--- src/rtl/reaction_timer_multi.sv ---
// Multi-round reaction timer: random-delay stimulus lamp, ms response timing,
// cheat detection, and an average/best summary shown on a 4-digit display.
module reaction_timer_multi #(
    parameter int          CLK_HZ       = 100_000_000,
    parameter int          ROUNDS       = 4,
    parameter int          MIN_DELAY_MS = 1000,
    parameter logic [15:0] SEED         = 16'hACE1
) (
    input  logic       clk,
    input  logic       rst,
    input  logic       start_btn,
    input  logic       stop_btn,
    input  logic       clear_btn,
    output logic       led0,
    output logic       ltr_flag,
    output logic [3:0] digit0,
    output logic [3:0] digit1,
    output logic [3:0] digit2,
    output logic [3:0] digit3,
    output logic [3:0] round_o,
    output logic       cheat,
    output logic       done,
    output logic       show_best
);

    localparam int          TICK_DIV = CLK_HZ / 1000;
    localparam int          PW       = $clog2(TICK_DIV);
    localparam int          DW       = $clog2(MIN_DELAY_MS + 4096);
    localparam int          LOG2_R   = $clog2(ROUNDS);
    localparam logic [3:0]  ROUNDS_L = 4'(ROUNDS);
    localparam logic [13:0] MAX_MS   = 14'd9999;

    typedef enum logic [2:0] {
        S_IDLE, S_ARM, S_WAIT, S_TIMING, S_SHOW, S_CHEAT, S_SUMMARY
    } state_t;

    state_t          state, state_nxt;
    logic [15:0]     lfsr;
    logic            lfsr_fb;
    logic [PW-1:0]   presc;
    logic            tick;
    logic            enter_count;
    logic [DW-1:0]   delay;
    logic [13:0]     ms_cnt, round_time, best, rt_new, avg, disp_bin;
    logic [16:0]     sum;
    logic            numeric;
    logic [15:0]     letters;

    function automatic logic [15:0] to_bcd(input logic [13:0] v);
        return {4'(v / 14'd1000), 4'((v / 14'd100) % 14'd10),
                4'((v / 14'd10) % 14'd10), 4'(v % 14'd10)};
    endfunction

    // Fibonacci taps 16,14,13,11
    assign lfsr_fb     = lfsr[15] ^ lfsr[13] ^ lfsr[12] ^ lfsr[10];
    assign tick        = (presc == PW'(TICK_DIV - 1));
    assign enter_count = (state_nxt != state) &&
                         (state_nxt == S_WAIT || state_nxt == S_TIMING);
    // A round ending without stop_btn can only be the 9999 ms saturation.
    assign rt_new      = stop_btn ? ms_cnt : MAX_MS;
    assign avg         = 14'(sum >> LOG2_R);

    // NOTE: every always_comb output gets a default first so no latch is inferred.
    always_comb begin
        state_nxt = state;
        if (clear_btn) begin
            state_nxt = S_IDLE;
        end else begin
            case (state)
                S_IDLE:    if (start_btn) state_nxt = S_ARM;
                S_ARM:     state_nxt = S_WAIT;
                S_WAIT:    if (stop_btn) state_nxt = S_CHEAT;
                           else if (delay == '0) state_nxt = S_TIMING;
                S_TIMING:  if (stop_btn || (tick && ms_cnt == MAX_MS - 14'd1))
                               state_nxt = S_SHOW;
                S_SHOW:    if (start_btn)
                               state_nxt = (round_o == ROUNDS_L) ? S_SUMMARY : S_ARM;
                S_CHEAT:   if (start_btn) state_nxt = S_ARM;
                S_SUMMARY: if (start_btn) state_nxt = S_IDLE;
                default:   state_nxt = S_IDLE;
            endcase
        end
    end

    always_ff @(posedge clk or posedge rst) begin
        if (rst) begin
            state      <= S_IDLE;
            lfsr       <= SEED;
            presc      <= '0;
            delay      <= '0;
            ms_cnt     <= '0;
            round_time <= '0;
            sum        <= '0;
            best       <= '0;
            round_o    <= '0;
            show_best  <= 1'b0;
            led0       <= 1'b0;
            cheat      <= 1'b0;
            done       <= 1'b0;
        end else begin
            state <= state_nxt;
            lfsr  <= {lfsr[14:0], lfsr_fb};
            presc <= (enter_count || tick) ? '0 : presc + PW'(1);
            led0  <= (state_nxt == S_TIMING) || (state_nxt == S_SHOW);
            cheat <= (state_nxt == S_CHEAT);
            done  <= (state_nxt == S_SUMMARY);

            case (state)
                S_ARM:    delay <= DW'(MIN_DELAY_MS) + DW'(lfsr[11:0]);
                S_WAIT:   if (tick && delay != '0) delay <= delay - DW'(1);
                S_TIMING: if (tick) ms_cnt <= ms_cnt + 14'd1;
                default:  ;
            endcase
            if (enter_count && state_nxt == S_TIMING)
                ms_cnt <= '0;

            if (state == S_TIMING && state_nxt == S_SHOW) begin
                round_time <= rt_new;
                sum        <= sum + 17'(rt_new);
                round_o    <= round_o + 4'd1;
                if (round_o == 4'd0 || rt_new < best)
                    best <= rt_new;
            end

            if (clear_btn || (state == S_IDLE && state_nxt == S_ARM)) begin
                sum       <= '0;
                best      <= '0;
                round_o   <= '0;
                show_best <= 1'b0;
            end else if (state == S_SUMMARY && stop_btn && !start_btn) begin
                show_best <= ~show_best;
            end
        end
    end

    always_comb begin
        numeric  = 1'b0;
        letters  = 16'hFFFF;
        disp_bin = round_time;
        case (state)
            S_IDLE:    letters = 16'hFF5A;
            S_ARM,
            S_WAIT:    letters = 16'hFFFF;
            S_TIMING:  begin numeric = 1'b1; disp_bin = ms_cnt; end
            S_SHOW:    numeric = 1'b1;
            S_CHEAT:   letters = 16'hCCCC;
            S_SUMMARY: begin numeric = 1'b1; disp_bin = show_best ? best : avg; end
            default:   letters = 16'hFF5A;
        endcase
        ltr_flag = ~numeric;
        {digit3, digit2, digit1, digit0} = numeric ? to_bcd(disp_bin) : letters;
    end

endmodule

--- config.mk ---
export PLATFORM = sky130hd
export DESIGN_NAME = reaction_timer_multi
export DESIGN_NICKNAME = d
export VERILOG_FILES = /design/src/rtl/reaction_timer_multi.sv
export SDC_FILE = /design/constraint.sdc
export NUM_CORES = 1
export LEC_CHECK = 0
export BUFFER_PORTS_ARGS = -buffer_cell sky130_fd_sc_hd__buf_2
export CAP_MARGIN = 20
export CORE_ASPECT_RATIO = 0.9
export CORE_MARGIN = 4
export CORE_UTILIZATION = 60
export DETAILED_ROUTE_END_ITERATION = 7
export PLACE_DENSITY = 0.77
export SETUP_SLACK_MARGIN = 0.3
export SLEW_MARGIN = 0
export SYNTH_ARGS = -nofsm -noshare
export SYNTH_HDL_FRONTEND = slang
export SYNTH_SLANG_ARGS = --single-unit
export TNS_END_PERCENT = 1
--- constraint.sdc ---
create_clock -name clk -period 8.2 [get_ports clk]
set_clock_uncertainty 0.1 [all_clocks]
set_input_delay 0.41 -clock clk [delete_from_list [all_inputs] [get_ports clk]]
set_output_delay 0.41 -clock clk [all_outputs]
set_load 0.005 [all_outputs]
Yosys cells after proc, flatten, opt, wreduce, memory -nomap -nowiden --
Index checks and enable logic that the tools add are counted.
Word-level totals: register bits 116, input port bits 5, logic and storage cells 109
Operators by class: add/subtract/negate cells 6, div/mod/pow operators 6, order comparisons 1, equal/unequal tests 17, multiplexer cells 30, bitwise operators 5, reductions and logical operators 31
Operators by type and width (count):
- $mux W14 | 8
- $pmux W14 S2 | 2
- $mux W17 | 3
- $mod A14 B4 Y14 const B | 3
- $pmux W13 S2 | 1
- $mux W3 | 8
- $eq A3 B3 Y1 const B | 6
- $pmux W3 S6 | 1
- $add A17 B1 Y17 const B | 1
- $add A17 B14 Y17 | 1
- $eq A17 B17 Y1 const B | 1
- $mux W16 | 1
- $add A14 B1 Y14 const B | 1
- $div A14 B10 Y14 const B | 1
- $div A14 B4 Y14 const B | 1
- $div A14 B7 Y14 const B | 1
- $eq A14 B14 Y1 const B | 1
- $lt A14 B14 Y1 | 1
- $add A10 B12 Y13 const A | 1
- $logic_not A13 Y1 | 1
- $mux W13 | 1
- $reduce_bool A13 Y1 | 1
- $sub A13 B1 Y13 const B | 1
- $eq A3 B2 Y1 const B | 4
- 19 further kinds | 45

Depth between registers and ports, before layout --
depth in word-level cells 12, gate-level depth with buffers 29

Worst setup path after synthesis --
Ideal clock, no wire load.
kind register to output, from register show_best, to output port digit1[3], arrival 5.814 ns, required time 7.690 ns, slack 1.876 ns, cell stages (with the launch flop) 26, buffers on the path 2, path through dfrtp_1 buf_2 mux2i_1 a2bb2oi_1 nand2_2 or3_1 a211oi_2 a211oi_1 a32o_1 a221oi_4 o21ai_2 o31a_1 a22o_1 or3_4 or2_1 buf_2 o211ai_1 inv_1 ha_1 a41oi_1 xnor2_1 ha_1 inv_1 a21oi_1 a221oi_1 or3_1
On the way: cells in the longest elaborated chain, start to end 5
Ends and longest elaborated chain:
- from (decl) | line 23 | output logic show_best
- from (signal assigned) | line 131 | show_best <= ~show_best;
- $mux W14 | line 147 | S_SUMMARY: begin numeric = 1'b1; disp_bin = show_best ? best : avg; end
- $pmux W14 S2 | line 140 | case (state)
- $div A14 B4 Y14 | line 51 | 4'((v / 14'd10) % 14'd10), 4'(v % 14'd10)};
- $mod A14 B4 Y14 | line 51
- $mux W16 | line 151 | {digit3, digit2, digit1, digit0} = numeric ? to_bcd(disp_bin) : letters;
- to (decl) | line 17 | output logic [3:0] digit1,
No other way between the ends.

Final worst setup path --
from register state[2], to output port digit1[3]
On the way: cells in the longest elaborated chain, start to end 5, elaborated cells on any way between the ends 14
Ends and longest elaborated chain:
- from (decl) | line 37 | state_t state, state_nxt;
- from (signal assigned) | line 101 | state <= state_nxt;
- $eq A3 B3 Y1 or $eq A3 B2 Y1 (tied branches) | line 140
- $pmux W14 S2 | line 140
- $div A14 B4 Y14 | line 51
- $mod A14 B4 Y14 | line 51
- $mux W16 * | line 151
Every way passes the cells marked *; elsewhere a longest branch is shown, timed or not.

==> out/metrics.cfg <==
[route]
wl_per_cell_um=18.2
ant_nets=0
drc=0
first_pass_iters=5
via_per_inst=6.58
via_count=10600
wl_um=29300
drtIter0Drc=1372

[timing]
min_period_ps=7580
drv_slew=0
tns_ps=0
setup_viol=0
hold_viol_final=0
relSlewSlack=0.329
min_period_over_period=0.925
worst_pin_slew_ps=1010
max_freq_mhz=132
rsz0062_at_grt=true

[floorplanning]
coreArea_mm2=0.0171
rows=45
initial_utilization=0.620
die_h_um=134
die_area_mm2=0.0199
ioPinCount=30
die_w_um=148

[yosys]
synth_top_cell_by_area=dfrtp_1
synth_area_leaders=dfrtp_1, nand2_1, ha_1, nor2_1, o21ai_0
ys_top_cells_by_count=nand2_1, nor2_1, dfrtp_1, o21ai_0, a21oi_1
yosysWarnings=0
synthesis.nets=1411
yosysMostFrequentCell=nand2_1
synth.avg_cell_area_um2=7.79
yosys.area.top_type_share=0.252
netlist_instances=1363
ys_ff_latch=115
synth_edf_count=0
netlist-cell-type-count=98
synthesis.area_mm2=0.0106
synthArstFlopShare=1.00
synth_flop_cell=dfrtp_1
seq_area_frac_synth=0.272

[global_routing]
grt_max_degree=69
grt_pass1_vias=9461
top_usage_layer=met2
grtUsageTotal=0.289
grt_pass1_wl_um=47800
grt_use_met2=0.449
use_met1=0.419
overflow=0
met3_usage=0.0493
antenna_found_initial=1

[power_and_ir_drop]
total_power_w=0.00270
p_int_w=0.00158
seq_power_share=0.271
p_leak_nw=4.85
pwr-share-comb=0.445
power.switching_w=0.00112
sw_frac_of_total=0.415
power_per_cell_area_mw_per_mm2=229
p_clk_frac=0.284
ir_drop_uv=167

[setup_path]
arrival_ps=7070
endpoint_kind=output port
crit_fanout=14
cp-startpoint=state[2]
r2r-end=best[2]
cp.required_ps=7690
start_kind=register
rrSetupSlack_ps=3800
reg2reg_from=ms_cnt[1]
r2r_cells=20
path_class=register to output port

[place]
port_buffers=29
place.gp.congestion=0.930
dp.cells=1568
dpl.hpwl_um=20200

[finish]
insertedDiodeCount=0
drive_above_1_share=0.130
n_fill_cell=1444
finalNonFillerCells=1612
nets=1412
area_growth_pct=10.8

[clocking]
clk_latency_ps=430
cts_tree=yes
cts_root_buffer=clkbuf_16
cts_buffers=17
cts_max_level=4
clockBufferDepth=2
clkSinkCount=115
clk_pin_slew_worst_paths_ps=60

[hold_path]
holdPathStages=3
min_path_type=input pin to register
hold_end=state[0]
hp-start=clear_btn

[run_status]
status=finished clean

[flow_run]
cap_violations=0

## layout make-up
type,instances,area [um2],area share
multi-input cells,1107,7320,0.623
flip-flops and latches,115,2890,0.246
clock buffers,18,439,0.0374
repair buffers,65,425,0.0362
well taps,235,294,0.0250
inverters,58,220,0.0187
clock inverters,14,166,0.0142
## kinds of logic after synthesis
| kind of cell | share of synthesized area |
|---|---|
| compound gates | 0.293 |
| xor+xnor | 0.0660 |
| fa+ha+maj | 0.0573 |
| buf+inv | 0.0573 |
| flops | 0.272 |
| mux | 0.0320 |
| simple gates | 0.222 |
## worst max path at each step
stage | to | slack (ps)
after global routing | digit1[3] | 250
after detailed placement | digit1[3] | 580
after CTS | digit1[3] | 300
final | digit1[3] | 620
after global placement | digit1[3] | 800
after floorplan | digit1[3] | 1880
## flip-flops by register name, summed over array words and instances (netlist names)
name,cells
done,1
presc,17
led0,1
best,14
state,3
round_time,14
round_o,4
delay,13
show_best,1
lfsr,16
sum,16
cheat,1
ms_cnt,14
## power groups by stage
stage	combinational (W)	clock [W]	sequential [W]
6_report	0.00120	0.000766	0.000732
5_1_grt	0.00135	0.000804	0.000741
4_1_cts	0.00114	0.000777	0.000724
3_5_place_dp	0.00113	0	0.000733
3_3_place_gp	0.00110	0	0.000729
2_1_floorplan	0.000944	0	0.000688
## timing repair
item                                    CTS  global route
endpoints found under the setup margin    3             9
buffers inserted                          0             8
endpoints found under the hold margin    47             0
pin swaps                                 0             4
gates cloned                              0             3
hold buffers                              1             0
gates resized for setup                   5            34
## critical path, cell delays in order, from the launching register on
cell,delay [ps]
dfrtp_2,490
buf_4,220
nand3b_4,270
and3_1,290
a211o_1,380
or3_1,420
a211oi_2,250
a211oi_1,130
a32o_1,340
a221o_2,520
a21oi_4,240
o32a_1,220
o211ai_1,150
or3_4,420
or2_1,310
o211ai_1,270
inv_1,120
ha_1,220
a41oi_2,220
xnor2_1,220
ha_1,230
inv_1,50
a21oi_1,120
a221oi_1,60
or3_1,340
buf_2,140
## cells in the final DEF (no fill, tap or decap), drive strengths merged, types with 26 or more instances in the layout
cell,n
a21oi,80
o22ai,29
xnor2,46
nand2,157
mux2i,26
nor3,35
o21ai,97
buf,64
nand3,54
dfrtp,107
xor2,34
nor2,138
ha,42
inv,63
## per-layer routing
layer	routed length, um	share of wire
met2	13500	0.46
met1	13200	0.45
met5	11	0.00038
met4	549	0.019
met3	2120	0.072
## metrics by stage
step	worst slack (ps)	instance area, um2	utilization	hold slack, ps
2_1_floorplan	1880	10600	-	233
3_3_place_gp	797	10900	0.635	235
3_5_place_dp	576	10900	0.635	247
4_1_cts	304	11500	0.672	234
5_1_grt	250	11800	0.687	245
6_report	619	11800	0.687	241
Power figures use the tool's default switching activity.
